File: src/rtl/mul_arbiter.sv
// Two-requester round-robin front end for a shared shift-add multiplier.
// Grants one requester, issues a start pulse, waits for the completion edge or a timeout, then reports.
module mul_arbiter #(
    parameter int WIDTH   = 8,
    parameter int TIMEOUT = 64
) (
    input  logic               clk,
    input  logic               rst_n,
    input  logic               req0,
    input  logic               req1,
    input  logic [WIDTH-1:0]   a0,
    input  logic [WIDTH-1:0]   b0,
    input  logic [WIDTH-1:0]   a1,
    input  logic [WIDTH-1:0]   b1,
    output logic               gnt0,
    output logic               gnt1,
    output logic               done0,
    output logic               done1,
    output logic [2*WIDTH-1:0] result,
    output logic               err,
    output logic               mul_start,
    output logic [WIDTH-1:0]   mul_a,
    output logic [WIDTH-1:0]   mul_b,
    input  logic               mul_done,
    input  logic [2*WIDTH-1:0] mul_result,
    output logic               busy
);

    localparam int TW = $clog2(TIMEOUT) + 1;

    typedef enum logic [1:0] {
        S_IDLE,
        S_ISSUE,
        S_WAIT,
        S_RESP
    } state_t;

    state_t             state_q;
    logic [TW-1:0]      timer_q;
    logic               owner_q;
    logic               last_owner_q;
    logic               mul_done_prev_q;
    logic               ready_q;
    logic               gnt0_q, gnt1_q;
    logic               done0_q, done1_q;
    logic               mul_start_q;
    logic [WIDTH-1:0]   mul_a_q, mul_b_q;
    logic [2*WIDTH-1:0] result_q;
    logic               err_q;

    logic               winner_d;
    logic               mul_rise;
    logic               timeout_hit;

    // NOTE: every variable driven here gets a default first, so no latch is inferred.
    always_comb begin
        winner_d = 1'b0;
        if (req0 && req1) begin
            winner_d = ~last_owner_q;
        end else if (req1) begin
            winner_d = 1'b1;
        end
    end

    // A level left high by a previous operation must not count as completion.
    assign mul_rise    = mul_done & ~mul_done_prev_q;
    assign timeout_hit = (timer_q == TW'(TIMEOUT - 1));

    // NOTE: all state below uses non-blocking assignments so every flop updates from pre-edge values.
    always_ff @(posedge clk or negedge rst_n) begin
        if (!rst_n) begin
            state_q         <= S_IDLE;
            timer_q         <= '0;
            owner_q         <= 1'b0;
            last_owner_q    <= 1'b1;
            mul_done_prev_q <= 1'b0;
            ready_q         <= 1'b0;
            gnt0_q          <= 1'b0;
            gnt1_q          <= 1'b0;
            done0_q         <= 1'b0;
            done1_q         <= 1'b0;
            mul_start_q     <= 1'b0;
            mul_a_q         <= '0;
            mul_b_q         <= '0;
            result_q        <= '0;
            err_q           <= 1'b0;
        end else begin
            gnt0_q          <= 1'b0;
            gnt1_q          <= 1'b0;
            done0_q         <= 1'b0;
            done1_q         <= 1'b0;
            mul_start_q     <= 1'b0;
            mul_done_prev_q <= mul_done;
            // Holds off the first grant until the second edge after reset release.
            ready_q         <= 1'b1;

            case (state_q)
                S_IDLE: begin
                    if (ready_q && (req0 || req1)) begin
                        owner_q <= winner_d;
                        mul_a_q <= winner_d ? a1 : a0;
                        mul_b_q <= winner_d ? b1 : b0;
                        gnt0_q  <= ~winner_d;
                        gnt1_q  <= winner_d;
                        state_q <= S_ISSUE;
                    end
                end
                S_ISSUE: begin
                    mul_start_q <= 1'b1;
                    timer_q     <= '0;
                    state_q     <= S_WAIT;
                end
                S_WAIT: begin
                    if (mul_rise) begin
                        result_q <= mul_result;
                        err_q    <= 1'b0;
                        state_q  <= S_RESP;
                    end else if (timeout_hit) begin
                        result_q <= '0;
                        err_q    <= 1'b1;
                        state_q  <= S_RESP;
                    end else begin
                        timer_q  <= timer_q + TW'(1);
                    end
                end
                S_RESP: begin
                    done0_q      <= ~owner_q;
                    done1_q      <= owner_q;
                    last_owner_q <= owner_q;
                    state_q      <= S_IDLE;
                end
                default: begin
                    state_q <= S_IDLE;
                end
            endcase
        end
    end

    assign gnt0      = gnt0_q;
    assign gnt1      = gnt1_q;
    assign done0     = done0_q;
    assign done1     = done1_q;
    assign result    = result_q;
    assign err       = err_q;
    assign mul_start = mul_start_q;
    assign mul_a     = mul_a_q;
    assign mul_b     = mul_b_q;
    assign busy      = (state_q != S_IDLE);

endmodule

File: config.mk
export PLATFORM = sky130hd
export DESIGN_NAME = mul_arbiter
export DESIGN_NICKNAME = d
export VERILOG_FILES = /design/src/rtl/mul_arbiter.sv
export SDC_FILE = /design/constraint.sdc
export NUM_CORES = 1
export LEC_CHECK = 0
export ABC_AREA = 1
export BUFFER_PORTS_ARGS = -buffer_cell sky130_fd_sc_hd__clkbuf_2
export CORE_AREA = 2 2 63 89
export CTS_BUF_LIST = sky130_fd_sc_hd__clkbuf_4 sky130_fd_sc_hd__clkbuf_8
export CTS_CLUSTER_SIZE = 10
export DETAILED_ROUTE_END_ITERATION = 6
export DIE_AREA = 0 0 65 91
export HOLD_SLACK_MARGIN = 0.15
export MAX_ROUTING_LAYER = met4
export PLACE_DENSITY = 0.77
export SETUP_SLACK_MARGIN = 0.02
export SLEW_MARGIN = 30
export SYNTH_ARGS = -nofsm -noshare
export SYNTH_HDL_FRONTEND = slang
export SYNTH_SLANG_ARGS = --single-unit
File: constraint.sdc
create_clock -name clk -period 1.25 [get_ports clk]
set_input_delay 0.3125 -clock clk [delete_from_list [all_inputs] [get_ports clk]]
set_output_delay 0.3125 -clock clk [all_outputs]
set_load 0.05 [all_outputs]
# --- Word-level counts from Yosys, hierarchy flattened ---
# Cells that the tools add are included.
totals:
  register_bits: 51
  elab_cells: 62
op_classes:
  reduce_logical: 11
  muxes: 22
  n_eq_ne: 8
  bitwise: 5
  n_addsub: 1
ops:
  columns: ["op", "count"]
  rows:
  - ["$mux W16", 2]
  - ["$mux W8", 2]
  - ["$mux W7", 2]
  - ["$pmux W7 S2", 1]
  - ["$mux W1", 11]
  - ["$pmux W2 S4", 1]
  - ["$add A7 B1 Y7 const B", 1]
  - ["$eq A7 B6 Y1 const B", 1]
  - ["$mux W2", 3]
  - ["$ne A2 B2 Y1 const B", 3]
  - ["$reduce_and A2 Y1", 3]
  - ["$reduce_bool A2 Y1", 3]
  - ["$eq A2 B2 Y1 const B", 2]
  - ["$not A1 Y1", 4]
  - ["$ne A3 B3 Y1 const B", 1]
  - ["$reduce_and A3 Y1", 1]
  - ["$eq A2 B1 Y1 const B", 1]
  - ["$logic_and A1 B1 Y1", 2]
  - ["$logic_not A2 Y1", 1]
  - ["$and A1 B1 Y1", 1]
  - ["$logic_or A1 B1 Y1", 1]

# --- Logic depth before layout (Yosys ltp) ---
# Gate-level depths: netlist (run 1).
logic_depth:
  ltp_word: 5
  depth_mapped: 9

# --- Least setup slack after synthesis (run 1) ---
# No wires, ideal clock.
synth_path:
  kind: "flip-flop to flip-flop"
  start: "register state_q[0]"
  end: "register mul_a_q[1], in the netlist mul_a[1]"
  t_required_ns: 1.181
  n_path_buf: 2
  path_stages_with_launch: 9
  setup_slack_ns: -0.158
  t_arrival_ns: 1.339
  setup_ns: 0.069
  path_cell_list: "dfrtp_1 -> inv_1 -> ha_1 -> o211ai_2 -> buf_4 -> nor2_8 -> buf_6 -> nand2_1 -> nand3_1"
synth_via:
  elab_chain_len: 2
synth_rtl:
  columns: ["item", "line", "source"]
  rows:
  - ["from (decl)", "38", "state_t state_q;"]
  - ["from (signal assigned)", "72", "state_q <= S_IDLE;"]
  - ["from (signal assigned)", "105", "state_q <= S_ISSUE;"]
  - ["from (signal assigned)", "111", "state_q <= S_WAIT;"]
  - ["$logic_not A2 Y1", "97", "case (state_q)"]
  - ["$reduce_and A2 Y1 (no line)", null, null]
  - ["to (signal assigned)", "101", "mul_a_q <= winner_d ? a1 : a0;"]
  - ["to (decl)", "47", "logic [WIDTH-1:0] mul_a_q, mul_b_q;"]
# Every way passes these cells.
# A chain may end at the register's enable or synchronous reset.

# --- Final worst setup path (run 1) ---
layout_path:
  start: "register state_q[1]"
  end: "output port busy"
layout_via:
  elab_chain_len: 1
layout_rtl:
  columns: ["item", "line", "source"]
  rows:
  - ["$reduce_bool A2 Y1", "148", "assign busy = (state_q != S_IDLE);"]
  - ["to (decl)", "26", "output logic busy"]
# Every way passes these cells.

==> run summary, run 1 <==
Multi-input gate area: 1100 um2
Syn Area/Cell: 9.01 um2
Drt initial violations: 55
CP Class: reg -> out
Reg area: 1280 um2
Global-route wire length before repair: 10500 um
Leakage: 0.00203 uW
Synthesized instance count: 249
Crit Path Max Fanout: 2
Clock sink count: 51
Gr usage total: 0.237
Share of layout cells above drive strength 1: 0.500
Worst R2R End: mul_b[1]$_DFFE_PN0P_
Vias in the first global route: 2288
Reg2Reg Depth: 9
Post-synthesis sequential area ratio: 0.569
Crit-path leading delay family: flip-flops
Crit path launch: state_q[1]$_DFFE_PN0P_
Yosys reg bits: 51
Clock transition at path regs: 100 ps
Final setup viols: 46
Failing checks: negative setup slack
I/O Buffers: 91
CP Capture Point: busy
Vias: 2288
I/O Pins: 92
Share of the synthesized area in the top cell type: 0.557
Flop2flop setup slack: -220 ps
Wirelength, routed: 7000 um
Fillers: 333
Leading area contributor after synthesis: dfrtp_1
Clock buffer depth: 2
Final min period: 1520 ps
Post-Route Setup TNS: -6660 ps
Critical path's largest stage delay: 400 ps
Crit path cell chain: inv_2, ha_4, buf_6, inv_4, buf_12
Total power divided by cell area: 2630 nW/um2
Synthesized area: 2240 um2
Synth unique cells: 24
H-tree levels: 2
CP endpoint kind: output pin
CTS tree: yes
Max VDD drop: 1530 uV
Final worst setup slack: -272 ps
Critical path arrival: 1210 ps
Nets: 453
Num CTS Buffers: 5
CTS Root Cell: clkbuf_8
Final hold violation count: 0
Syn nets: 307
Initial Util: 0.442
Outcome: finished with violations
Initial antenna violation count: 0
Clk_skew: 11.9 ps
Area of the core: 5080 um2
WL per Instance: 15.2 um
GRT overflow: 0
Worst-Skew Late Latency: 310 ps
Total power: 10200 uW
Antenna-violating nets left: 0
CP required: 940 ps
Buf+Inv Stages, Crit Path: 4
Max Cap Violations: 0
Max stage delay cell, worst path: dfrtp_1
Top cells by area, synth: dfrtp_1 56%, nand2_1 20%, nand3_1 5.6%
Ant. Diodes: 0
Worst r2r src: state_q[1]$_DFFE_PN0P_
Syn. warnings: 0
RSZ-0062 raised after global routing: yes
TritonRoute pass-1 iters: 4
Max Slew Vio Count: 0
Die Span Y: 91 um
Largest net degree at the start of global routing: 42
Max frequency: 0.657 GHz
FP Rows: 31
Area grow syn2layout: 73.2%
Vias per Instance: 4.95
Critical path depth: 5
Critical Path Start Type: register
Die footprint: 5920 um2
Post-DP HPWL: 3750 um
Hold Path Class: in -> reg
GPL Wtd Cong: 0.788
Die X: 65 um
Fin crit share: 1.22
# DRC: 0
cells in the final DEF, fill, tap and decap left out, types with 3 or more instances in the layout:
| cell | n |
|---|---|
| buf_8 | 16 |
| inv_4 | 3 |
| buf_16 | 3 |
| clkbuf_4 | 3 |
| buf_12 | 7 |
| nand3_1 | 20 |
| buf_6 | 17 |
| inv_1 | 7 |
| nand2_8 | 3 |
| clkbuf_2 | 52 |
| nand2_1 | 105 |
| nand2_2 | 14 |
| buf_4 | 36 |
| o21ai_2 | 4 |
| nor2_1 | 4 |
| nand2_4 | 4 |
| nand3_2 | 5 |
| nor2_4 | 6 |
| clkbuf_8 | 9 |
| dfrtp_1 | 50 |
cells in the mapped netlist:
cell type,number
nor2_4,2
inv_1,12
o21ai_1,2
nor2_8,1
nand2_1,120
nand2_4,1
nor2_1,5
nand3_1,25
nand3_2,1
nand2_2,3
buf_4,2
ha_1,5
conb_1,1
nor2_2,1
nand4_1,2
buf_6,5
dfstp_2,1
o21bai_1,1
xnor2_1,2
dfrtp_1,50
a21oi_1,1
a21oi_4,1
o211ai_2,1
o21ai_0,4
how the worst min path moves through the flow:
stage	start	endpoint	depth (start not counted)
6_report	b1[7]	mul_b[7]$_DFFE_PN0P_	3
5_1_grt	a1[7]	mul_a[7]$_DFFE_PN0P_	3
4_1_cts	b0[4]	mul_b[4]$_DFFE_PN0P_	3
3_5_place_dp	rst_n	ready_q$_DFF_PN0_	1
3_3_place_gp	rst_n	ready_q$_DFF_PN0_	1
2_1_floorplan	rst_n	done0$_DFF_PN0_	0
cell families after synthesis:
group / after synthesis / synth area share
and+or+nand+nor: 161 / 0.310
DFF: 51 / 0.569
buffers and inverters: 19 / 0.0518
AOI/OAI and AO/OA: 10 / 0.0318
adders and majority gates: 5 / 0.0279
xor gates and xnor gates: 2 / 0.00781
other: 1 / 0.00167
per-stage QoR:
step	cells	setup slack, ps	instance area (um2)	util	hold slack, ps
2_1_floorplan	249	-64.2	2290	-	16.9
3_3_place_gp	417	-124	2920	0.575	218
3_5_place_dp	417	-202	2920	0.575	220
4_1_cts	451	-252	3650	0.718	202
5_1_grt	462	-308	3890	0.765	202
6_report	462	-272	3890	0.765	203
power by group:
group / switching [uW] / internal [uW] / total, uW
clock network: 552 / 453 / 1000
registers: 497 / 2300 / 2790
logic: 3750 / 2680 / 6430
layout make-up:
| class | instances | share of cell area |
|---|---|---|
| timing repair buffer | 141 | 0.329 |
| sequential | 51 | 0.329 |
| multi-input combinational | 184 | 0.282 |
| clock buffer | 6 | 0.0212 |
| tap | 66 | 0.0212 |
| inverter | 12 | 0.0135 |
| clock inverter | 2 | 0.00418 |
what timing repair did:
item	in CTS	in global routing
setup endpoints to repair	79	83
resized for setup	93	71
pin swaps	12	15
cloned	8	1
hold buffers	2	0
buffers inserted	16	14
hold endpoints to repair	10	0
worst reg2reg max path, stage by stage (launching register included):
cell and delay, ps:
dfrtp_1 400, inv_2 90, ha_4 150, buf_4 110, o211ai_4 110, nor2_4 190, buf_12 130, buf_16 110
nand2_1 50, nand3_1 70
per-layer routing:
metal	vias up	global-route usage	wire length [um]
li1	1078	-	-
met1	1101	0.248	2380
met2	87	0.439	4060
met3	22	0.0297	282
met4	0	0.0922	275
met5	-	-	0
flip-flops by register name (all words and copies together) (netlist names):
register / flops
mul_a: 8
result: 16
last_owner_q: 1
gnt1: 1
mul_start: 1
mul_done_prev_q: 1
mul_b: 8
gnt0: 1
done0: 1
done1: 1
state_q: 2
owner_q: 1
err: 1
ready_q: 1
timer_q: 7
No activity file was read; power rests on OpenSTA's default activity.
==> inputs of run 2 (changes only) <==
Settings changed: BUFFER_PORTS_ARGS -buffer_cell sky130_fd_sc_hd__clkbuf_2 to -buffer_cell sky130_fd_sc_hd__buf_2.
==> run 2 against run 1 <==
  * The run still ends with negative setup slack left
  * First-iteration DRC count rose by 15%
  * Utilization up 3.4 points
  * Total power rose by 1.7%
  * Routed wire length grew 10%
  * Register-to-register slack about the same
  * Highest routed layer unchanged
  * Setup slack improved by 58 ps
==> run summary, run 2 (synthesis results as in run 1) <==
Outcome: finished with violations
Failing checks: negative setup slack
CP required: 940 ps
Vias in the first global route: 2327
Max Slew Vio Count: 0
I/O Pins: 92
Die Span Y: 91 um
RSZ-0062 raised after global routing: yes
Clock sink count: 51
Die footprint: 5920 um2
Initial antenna violation count: 0
Clock transition at path regs: 90 ps
Clock buffer depth: 2
Final worst setup slack: -214 ps
Max VDD drop: 1570 uV
Max reg flops: 16
Final setup viols: 45
Leakage: 0.00218 uW
Startpoint of the worst hold path: a1[3]
Drt initial violations: 63
Area grow syn2layout: 80.9%
Max frequency: 0.683 GHz
TritonRoute pass-1 iters: 4
FP Rows: 31
Global-route wire length before repair: 10300 um
Share of layout cells above drive strength 1: 0.637
Fillers: 282
CTS tree: yes
Most common cell after layout, fill and taps aside: nand2_1
H-tree levels: 2
Nets: 457
Area of the core: 5080 um2
Num CTS Buffers: 5
I/O Buffers: 91
Hold Path Class: in -> reg
CP Class: reg -> out
Clk_skew: 5.69 ps
Flop2flop setup slack: -210 ps
WL per Instance: 16.6 um
Fin util: 0.799
Wirelength, routed: 7720 um
Vias per Instance: 5.03
Fin crit share: 1.17
Total power: 10400 uW
Final hold slack: 190 ps
Max Cap Violations: 0
Critical path arrival: 1150 ps
Crit Path Max Fanout: 4
Largest net degree at the start of global routing: 31
Vias: 2337
# DRC: 0
Min-Delay Path Depth: 3
Endpoint, Worst Hold: mul_a[3]$_DFFE_PN0P_
Post-DP HPWL: 3680 um
Total power divided by cell area: 2560 nW/um2
Initial Util: 0.442
Antenna-violating nets left: 0
Reg2Reg Depth: 8
Final min period: 1460 ps
Worst r2r src: timer_q[0]$_DFFE_PN0P_
Worst-Skew Late Latency: 310 ps
CP endpoint kind: output pin
Gr usage total: 0.233
Die X: 65 um
Final hold violation count: 0
Most frequent cells in the layout: 68 x nand2_1, 54 x buf_2, 50 x dfrtp_1
Critical Path Start Type: register
GPL Wtd Cong: 0.778
Worst R2R End: result[0]$_DFFE_PN0P_
CTS Root Cell: clkbuf_8
GRT overflow: 0
Ant. Diodes: 0
[run 2: worst max-delay path, cell delays in order, from the launching register on]
cell	delay, ps
dfrtp_1	410
inv_2	90
ha_4	160
inv_2	40
buf_6	140
[run 2: repair_timing]
item                       4_1_cts  5_1_grt
gates cloned                     6        2
hold endpoints to repair        39        0
pin swaps                       23       39
setup endpoints to repair       76       72
resized for setup              100       88
hold buffers                     2        0
buffers inserted                14       20
[run 2: how the worst max path moves through the flow]
stage | startpoint | to | cells past startpoint
6_report | state_q[1]$_DFFE_PN0P_ | busy | 4
3_5_place_dp | state_q[1]$_DFFE_PN0P_ | mul_a[6]$_DFFE_PN0P_ | 6
2_1_floorplan | state_q[1]$_DFFE_PN0P_ | mul_a[1]$_DFFE_PN0P_ | 8
4_1_cts | state_q[1]$_DFFE_PN0P_ | busy | 4
3_3_place_gp | state_q[1]$_DFFE_PN0P_ | mul_a[2]$_DFFE_PN0P_ | 6
5_1_grt | timer_q[0]$_DFFE_PN0P_ | result[2]$_DFFE_PN0P_ | 8
[run 2: metal layers]
metal,vias to the layer above,part of all wire,global-route usage
met5,-,0,-
met4,0,0.032,0.108
met3,23,0.041,0.0248
met2,94,0.59,0.436
met1,1133,0.34,0.235
li1,1087,-,-
[run 2: layout make-up]
| cell class | count | area (um2) | share of cell area |
|---|---|---|---|
| clock buffer | 5 | 68.8 | 0.0169 |
| clock inverter | 2 | 37.5 | 0.00924 |
| sequential | 51 | 1280 | 0.315 |
| tap | 66 | 82.6 | 0.0203 |
| multi-input combinational | 184 | 1350 | 0.333 |
| timing repair buffer | 145 | 1190 | 0.294 |
| inverter | 12 | 47.5 | 0.0117 |
[run 2: report_power, final]
part / leakage [uW] / switching [uW] / internal (uW)
Clock: 0.0000502 / 551 / 585
Sequential: 0.000645 / 506 / 2300
Combinational: 0.00149 / 3940 / 2520
Total: 0.00218 / 4990 / 5410
[run 2: metrics by stage]
stage / std cells / setup TNS, ps / cell area [um2] / setup WS (ps)
3_5_place_dp: 417 / -4220 / 2910 / -219
6_report: 465 / -6980 / 4060 / -214
5_1_grt: 465 / -9850 / 4060 / -269
4_1_cts: 445 / -3070 / 3610 / -200
2_1_floorplan: 249 / -1260 / 2290 / -64.2
3_3_place_gp: 417 / -2610 / 2910 / -132
